File: config.mk
export PLATFORM = sky130hd
export DESIGN_NAME = pipe_hazard_ctrl
export DESIGN_NICKNAME = d
export VERILOG_FILES = /design/src/rtl/pipe_hazard_ctrl.sv
export SDC_FILE = /design/constraint.sdc
export NUM_CORES = 1
export LEC_CHECK = 0
export ABC_AREA = 0
export BUFFER_PORTS_ARGS = -buffer_cell sky130_fd_sc_hd__buf_2
export CAP_MARGIN = 30
export CORE_MARGIN = 4
export CORE_UTILIZATION = 41
export DETAILED_ROUTE_END_ITERATION = 8
export GPL_TIMING_DRIVEN = 1
export PLACE_DENSITY = 0.82
export SYNTH_ARGS = -nofsm -noshare
export SYNTH_HDL_FRONTEND = slang
export SYNTH_SLANG_ARGS = --single-unit
File: constraint.sdc
create_clock -name clk -period 1.7 [get_ports clk]
set_input_delay 0.17 -clock clk [delete_from_list [all_inputs] [get_ports clk]]
set_output_delay 0.17 -clock clk [all_outputs]
set_load 0.01 [all_outputs]
File: src/rtl/pipe_hazard_ctrl.sv
`default_nettype none
// ============================================================================
// Module   : pipe_hazard_ctrl
// Brief    : Stall / flush / forward control for the 5-stage core, including
//            memory-wait stalls, deferred branch flush and a halt-drain FSM.
//            Define PIPE_PERF_CNT_EN to build the performance counters.
// Revision : 1.0 - initial release
// ============================================================================
module pipe_hazard_ctrl #(
   parameter int REG_AW   = 5,
   parameter int ZERO_REG = 1,
   parameter int TMO_W    = 8,
   parameter int CNT_W    = 16
) (
   input  logic              clk,
   input  logic              rst,
   input  logic              id_valid,
   input  logic              id_rs1_used,
   input  logic              id_rs2_used,
   input  logic              id_halt,
   input  logic [REG_AW-1:0] id_rs1,
   input  logic [REG_AW-1:0] id_rs2,
   input  logic              ex_valid,
   input  logic              ex_rd_en,
   input  logic              ex_is_load,
   input  logic [REG_AW-1:0] ex_rs1,
   input  logic [REG_AW-1:0] ex_rs2,
   input  logic [REG_AW-1:0] ex_rd,
   input  logic              mem_valid,
   input  logic              mem_rd_en,
   input  logic              mem_is_load,
   input  logic              mem_req,
   input  logic [REG_AW-1:0] mem_rd,
   input  logic              mem_ready,
   input  logic              wb_valid,
   input  logic              wb_rd_en,
   input  logic              wb_halt,
   input  logic [REG_AW-1:0] wb_rd,
   input  logic              take_branch,
   output logic              stall_if,
   output logic              stall_id,
   output logic              bubble_ex,
   output logic              stall_all,
   output logic              flush_if,
   output logic              flush_id,
   output logic              flush_ex,
   output logic [1:0]        fwd_a,
   output logic [1:0]        fwd_b,
   output logic              halted,
   output logic              mem_err,
   output logic [CNT_W-1:0]  stall_load_cnt,
   output logic [CNT_W-1:0]  stall_mem_cnt,
   output logic [CNT_W-1:0]  flush_cnt
);

   localparam logic [1:0] c_ST_RUN    = 2'd0;
   localparam logic [1:0] c_ST_DRAIN  = 2'd1;
   localparam logic [1:0] c_ST_HALTED = 2'd2;

   localparam logic [TMO_W-1:0] c_TMO_MAX = {TMO_W{1'b1}};
   localparam logic [TMO_W-1:0] c_TMO_ONE = {{(TMO_W-1){1'b0}}, 1'b1};

   logic [1:0]       r_state;
   logic [1:0]       w_state_nxt;
   logic             r_br_pend;
   logic [TMO_W-1:0] r_wait_cnt;
   logic             r_mem_err;
   logic             w_mem_wait;
   logic             w_branch;
   logic             w_load_use;

   function automatic logic f_match(input logic [REG_AW-1:0] r,
                                    input logic [REG_AW-1:0] rd,
                                    input logic              en,
                                    input logic              v);
      return v && en && (r == rd) && !((ZERO_REG != 0) && (rd == '0));
   endfunction

   assign w_mem_wait = mem_valid && mem_req && !mem_ready;
   // A branch seen while memory stalls is held and acted on once the access completes
   assign w_branch   = (take_branch || r_br_pend) && !w_mem_wait;
   assign w_load_use = id_valid && ex_is_load &&
                       ((id_rs1_used && f_match(id_rs1, ex_rd, ex_rd_en, ex_valid)) ||
                        (id_rs2_used && f_match(id_rs2, ex_rd, ex_rd_en, ex_valid)));

   always_comb begin
      fwd_a = 2'b00;
      fwd_b = 2'b00;
      if (!rst) begin
         if (f_match(ex_rs1, mem_rd, mem_rd_en, mem_valid) && !mem_is_load)
            fwd_a = 2'b01;
         else if (f_match(ex_rs1, wb_rd, wb_rd_en, wb_valid))
            fwd_a = 2'b10;
         if (f_match(ex_rs2, mem_rd, mem_rd_en, mem_valid) && !mem_is_load)
            fwd_b = 2'b01;
         else if (f_match(ex_rs2, wb_rd, wb_rd_en, wb_valid))
            fwd_b = 2'b10;
      end
   end

   always_ff @(posedge clk or posedge rst) begin
      if (rst) begin
         r_state   <= c_ST_RUN;
         r_br_pend <= 1'b0;
      end else begin
         r_state   <= w_state_nxt;
         r_br_pend <= (r_state != c_ST_HALTED) && w_mem_wait && (take_branch || r_br_pend);
      end
   end

   always_comb begin
      w_state_nxt = r_state;
      case (r_state)
         c_ST_RUN:
            if (id_valid && id_halt && !w_branch && !w_mem_wait && !w_load_use)
               w_state_nxt = c_ST_DRAIN;
         // A halt already in WB is committed; any branch now in MEM is younger
         c_ST_DRAIN:
            if (wb_valid && wb_halt)
               w_state_nxt = c_ST_HALTED;
            else if (w_branch)
               w_state_nxt = c_ST_RUN;
         c_ST_HALTED:
            w_state_nxt = c_ST_HALTED;
         default:
            w_state_nxt = c_ST_RUN;
      endcase
   end

   always_comb begin
      stall_if  = 1'b0;
      stall_id  = 1'b0;
      bubble_ex = 1'b0;
      stall_all = 1'b0;
      flush_if  = 1'b0;
      flush_id  = 1'b0;
      flush_ex  = 1'b0;
      if (!rst) begin
         if ((r_state == c_ST_HALTED) || w_mem_wait) begin
            stall_if  = 1'b1;
            stall_id  = 1'b1;
            stall_all = 1'b1;
         end else if (w_branch) begin
            flush_if = 1'b1;
            flush_id = 1'b1;
            flush_ex = 1'b1;
         end else if (w_load_use) begin
            stall_if  = 1'b1;
            stall_id  = 1'b1;
            bubble_ex = 1'b1;
         end else if (r_state == c_ST_DRAIN) begin
            stall_if = 1'b1;
            flush_if = 1'b1;
         end
      end
   end

   always_ff @(posedge clk or posedge rst) begin
      if (rst) begin
         r_wait_cnt <= '0;
         r_mem_err  <= 1'b0;
      end else begin
         if (!w_mem_wait)
            r_wait_cnt <= '0;
         else if (r_wait_cnt != c_TMO_MAX)
            r_wait_cnt <= r_wait_cnt + c_TMO_ONE;
         if (w_mem_wait && (r_wait_cnt >= c_TMO_MAX - c_TMO_ONE))
            r_mem_err <= 1'b1;
      end
   end

   assign halted  = (r_state == c_ST_HALTED);
   assign mem_err = r_mem_err;

`ifdef PIPE_PERF_CNT_EN
   localparam logic [CNT_W-1:0] c_CNT_MAX = {CNT_W{1'b1}};
   localparam logic [CNT_W-1:0] c_CNT_ONE = {{(CNT_W-1){1'b0}}, 1'b1};

   logic [CNT_W-1:0] r_cnt_load;
   logic [CNT_W-1:0] r_cnt_mem;
   logic [CNT_W-1:0] r_cnt_flush;

   always_ff @(posedge clk or posedge rst) begin
      if (rst) begin
         r_cnt_load  <= '0;
         r_cnt_mem   <= '0;
         r_cnt_flush <= '0;
      end else begin
         if (bubble_ex && (r_cnt_load != c_CNT_MAX))
            r_cnt_load <= r_cnt_load + c_CNT_ONE;
         if (w_mem_wait && (r_cnt_mem != c_CNT_MAX))
            r_cnt_mem <= r_cnt_mem + c_CNT_ONE;
         if (flush_ex && (r_cnt_flush != c_CNT_MAX))
            r_cnt_flush <= r_cnt_flush + c_CNT_ONE;
      end
   end

   assign stall_load_cnt = r_cnt_load;
   assign stall_mem_cnt  = r_cnt_mem;
   assign flush_cnt      = r_cnt_flush;
`else
   assign stall_load_cnt = '0;
   assign stall_mem_cnt  = '0;
   assign flush_cnt      = '0;
`endif

endmodule
`default_nettype wire

# [After elaboration in Yosys (flattened, before gate mapping)]
# Index checks and enable logic that the tools add are counted.
[classes] add_sub_neg=1 n_eq_ne=13 magnitude_cmp=1 reduce_logical=48 muxes=32
[ops] operator="1-bit logical AND" count=32
[ops] operator="5-bit == test" count=6
[ops] operator="1-bit 2-to-1 mux" count=20
[ops] operator="2-bit 2-to-1 mux" count=9
[ops] operator="8-bit 2-to-1 mux" count=2
[ops] operator="5-bit logical NOT" count=3
[ops] operator="8-bit by 1-bit adder with 8-bit output (second input constant)" count=1
[ops] operator="8-bit greater-or-equal comparator (second input constant)" count=1
[ops] operator="1-bit logical NOT" count=8
[ops] operator="8-bit != test (second input constant)" count=1
[ops] operator="2-bit case mux with 3 select lines" count=1
[ops] operator="2-bit != test (second input constant)" count=2
[ops] operator="1-bit logical OR" count=3
[ops] operator="3-bit != test (second input constant)" count=1
[ops] operator="2-bit by 1-bit == test with 1-bit output (second input constant)" count=1
[ops] operator="2-bit == test (second input constant)" count=1
[ops] operator="2-bit logical NOT" count=1
[ops] operator="2-bit by 1-bit != test with 1-bit output (second input constant)" count=1
[ops] operator="2-bit AND reduction" count=1
[totals] regBits=12 word_cells=99 output_inout_bits=61 input_bits=53

# [Logic depth before layout (Yosys ltp)]
[logic_depth] depth_word=10 depth_mapped=5 ltp_nobuf=5

# [Worst setup path after synthesis]
# OpenSTA, ideal clock, no wires.
[synth_path] path_type="input -> output" start="in rst" end="out fwd_a[1]" slack_ps=169 path_buffers=1 arrival_time_ps=1361 path_stages=5 path_cell_list="buf_6 -> clkinv_2 -> o2111ai_1 -> or4_1 -> nor4_2"
[synth_via] elab_chain_cells=1
[synth_lines] item="from (decl)" line="16" rtl="input logic rst,"
[synth_lines] item="2-bit 2-to-1 mux" line="89" rtl="if (!rst) begin"
[synth_lines] item="to (decl)" line="47" rtl="output logic [1:0] fwd_a,"
# No other way between the ends.

# [Worst setup path after layout]
[layout_path] start="reg r_state[0]" end="out flush_if"
[layout_via] elab_chain_cells=6 elab_cells_between_ends=8
[layout_lines] item="from (decl)" line="63" rtl="logic [1:0] r_state;"
[layout_lines] item="from (signal assigned)" line="103" rtl="r_state <= c_ST_RUN;"
[layout_lines] item="from (signal assigned)" line="106" rtl="r_state <= w_state_nxt;"
[layout_lines] item="2-bit by 1-bit == test with 1-bit output" line="151" rtl="end else if (r_state == c_ST_DRAIN) begin"
[layout_lines] item="1-bit 2-to-1 mux" line="151"
[layout_lines] item="1-bit 2-to-1 mux" line="147" rtl="end else if (w_load_use) begin"
[layout_lines] item="1-bit 2-to-1 mux" line="143" rtl="end else if (w_branch) begin"
[layout_lines] item="1-bit 2-to-1 mux *" line="139" rtl="if ((r_state == c_ST_HALTED) || w_mem_wait) begin"
[layout_lines] item="1-bit 2-to-1 mux *" line="138" rtl="if (!rst) begin"
[layout_lines] item="to (decl)" line="44" rtl="output logic flush_if,"
# Mark *: on every way between the ends. The rest lies on a longest branch, timed or not.

==> flow_summary.ini <==
[clocking]
postCtsSetupBuffers = 0
cts.path.max_buffers = 2
tritoncts = done
cts_sinks = 12
clk_pin_slew_worst_paths_ns = 0.05
cts_root_buf = clkbuf_8
cts_made_buffers = 3
clkLatencyLatePin_ns = 0.24
h-tree-depth = 1

[die]
die_y_um = 68.5
rows = 21
start_util_pct = 43.6
dieArea_um2 = 4690
die_w_um = 68.5
io_pins = 114
core_um2 = 3440

[synthesis]
synth_top_area_share_pct = 24.5
yosys.area.top_type = buf_4
synth-compound-area-share_pct = 11.0
ys_seq_area_share_pct = 20.0
synth_edf_count = 0
synth_async_sr_flop_share_pct = 100
syn_area_um2 = 1500
syn_inst = 186
synth_xor_area_share_pct = 18.7
synth_top_family_by_area = buffers and inverters
synth_seq_cells = 12
yosys_warnings = 0
synthMuxAreaShare_pct = 0
synth-simple-area-share_pct = 22.0
ys.flop_type = dfrtp_1
synth_cell_types = 38
synth_area_leaders = buf_4 25%, dfrtp_1 20%, xnor2_1 10%, xor2_1 8.2%, nor2_1 3.5%
synthAdderAreaFrac_pct = 1.67
synth_common_cells = 49 x buf_4, 18 x xnor2_1, 14 x nor2_1, 14 x xor2_1, 12 x dfrtp_1
synth_most_common_cell = buf_4
syn_avg_cell_area_um2 = 8.07

[timing]
tightest_slew_ns = 0.534
holdWs_ns = 0.207
post-route-period-util_pct = 97.3
drv_slew = 0
fmax_mhz = 605
rsz0062_at_grt = yes
slew_headroom_pct = 64.3
report.final.hold_viol_count = 0
fin_skew_ns = 0.00147
post-route-min-period_ns = 1.65
setup_viol = 0

[detailed_routing]
ant_nets = 0
vias = 1411
drc = 0
routed_wl_mm = 3.51
dr.pass1.iters = 4
wl_per_cell_um = 11.6
avgViaCountPerCell = 4.67
drtIter0Drc = 32

[final_layout]
nets = 312
multi_input_area_um2 = 986
areaGrowthSynthToFinish_pct = 18.3
stdcell_count = 302
fillers = 355
antennaDiodeCount = 0
seq_area_um2 = 300
final_layout_size_suffix_gt1_share_pct = 30.5
finalCoreUtilization_pct = 51.6

[critical_path]
critPathMaxStageDelay_ns = 0.35
worst-path-buf-inv = 1
worstSetupPathType = reg -> out
critPathLaunchType = register
cp_cell_sequence = nand2b_1 -> o21ai_1 -> a211o_1 -> a21oi_1 -> buf_2
cp_max_fo = 4
crit_slowest_cell = dfrtp_1
required_ns = 1.53
end_kind = output port
crit_arrival_ns = 1.48
crit_family = compound AO/OA/AOI/OAI gates

[status]
status = complete, no violations

[pwr]
pwr_density_cell_nw_per_um2 = 586
ir_drop_mv = 0.360
leakagePower_uw = 0.000907

[global_routing]
track_usage_pct = 15.1
grt_max_degree = 13
gr-total-overflow = 0
antenna_found_initial = 0
grt_pass1_vias = 1296
grt_pass1_wl_mm = 5.56

[flow_run]
maxCapViolations = 0

[placed_design]
port_buffers = 65
globalplace.congestion = 0.895
placed_cells = 297
hpwlAfterDp_mm = 3.02

[worst_hold_path]
min_path_type = in -> reg
## report_power, final
group / switching, uW / total (uW) / internal (uW)
Clock: 108 / 312 / 205
Combinational: 240 / 412 / 172
Sequential: 12.1 / 316 / 304
## stage by stage
stage / total power (uW) / worst slack (ns) / TNS, ns / area (um^2)
floorplan: 653 / 0.169 / 0 / 1680
global placement: 722 / 0.158 / 0 / 1710
detailed placement: 728 / 0.127 / 0 / 1710
CTS: 1050 / 0.0136 / 0 / 1770
global route: 1120 / -0.0438 / -0.0751 / 1780
finish: 1040 / 0.0458 / 0 / 1780
## flip-flops by register name, summed over array words and instances (netlist names)
signal,flops
mem_err,1
r_state,2
r_br_pend,1
r_wait_cnt,8
## placed cells by master, fill, tap and decap left out, drive strengths merged, types with 2 or more instances in the layout
cell type | netlist | routed
a211oi | 2 | 2
a21oi | 4 | 4
a31oi | 3 | 3
and3 | 2 | 2
and4 | 3 | 3
buf | 51 | 69
clkbuf | 0 | 4
conb | 1 | 48
dfrtp | 12 | 12
ha | 2 | 2
inv | 2 | 2
nand2 | 8 | 8
nand2b | 3 | 3
nand3 | 5 | 5
nand4 | 3 | 3
nor2 | 14 | 14
nor3 | 7 | 7
nor3b | 2 | 2
nor4 | 3 | 3
o2111ai | 2 | 2
o21ai | 6 | 6
o22ai | 4 | 4
or3 | 2 | 2
or4 | 4 | 4
xnor2 | 18 | 18
xor2 | 14 | 14
## tightest hold or removal path, cell delays in order
cell and delay, ns:
buf_2 0.11, nand2_1 0.05, o21ai_0 0.07
## cell families (layout without fill, tap and decap cells)
kind of cell,count (synthesis),after routing
other,1,48
adder cells (fa/ha/maj),2,2
buffers and inverters,54,77
AND/OR/NAND/NOR,60,60
XOR/XNOR,32,32
flip-flops,12,12
AO/OA/AOI/OAI,25,25
## metal layers
metal  share of wire (%)  up-vias  GRT usage [%]
li1                    -      692              -
met1                  38      649           18.4
met2                  52       68           27.4
met3                 9.8        2           2.92
met4                0.46        0           3.23
met5                   0        -              0
## final cells by class
cell class | count | area share [%]
Inverter | 3 | 0.704
Sequential cell | 12 | 16.9
Tap cell | 46 | 3.24
Timing Repair Buffer | 70 | 20.6
Clock buffer | 4 | 3.10
Multi-Input combinational cell | 167 | 55.5
## path summary, 6_finish.rpt
check                              start            end  slack (ns)  cells after the start
hold reg to reg                  mem_err        mem_err        0.46                      1
min in group asynchronous            rst  r_wait_cnt[2]        0.67                      4
hold / removal                   wb_halt     r_state[1]        0.21                      3
setup / recovery              r_state[0]       flush_if        0.05                      5
setup reg to reg           r_wait_cnt[1]  r_wait_cnt[1]        0.20                      4
max in group asynchronous            rst  r_wait_cnt[7]        0.68                      4
## timing repair
action	CTS	global route
hold buffers	1	0
pin swaps	0	1
gates resized for setup	1	2
endpoints found under the setup margin	1	4
hold endpoints to repair	12	0
(Power assumes the default switching activity.)
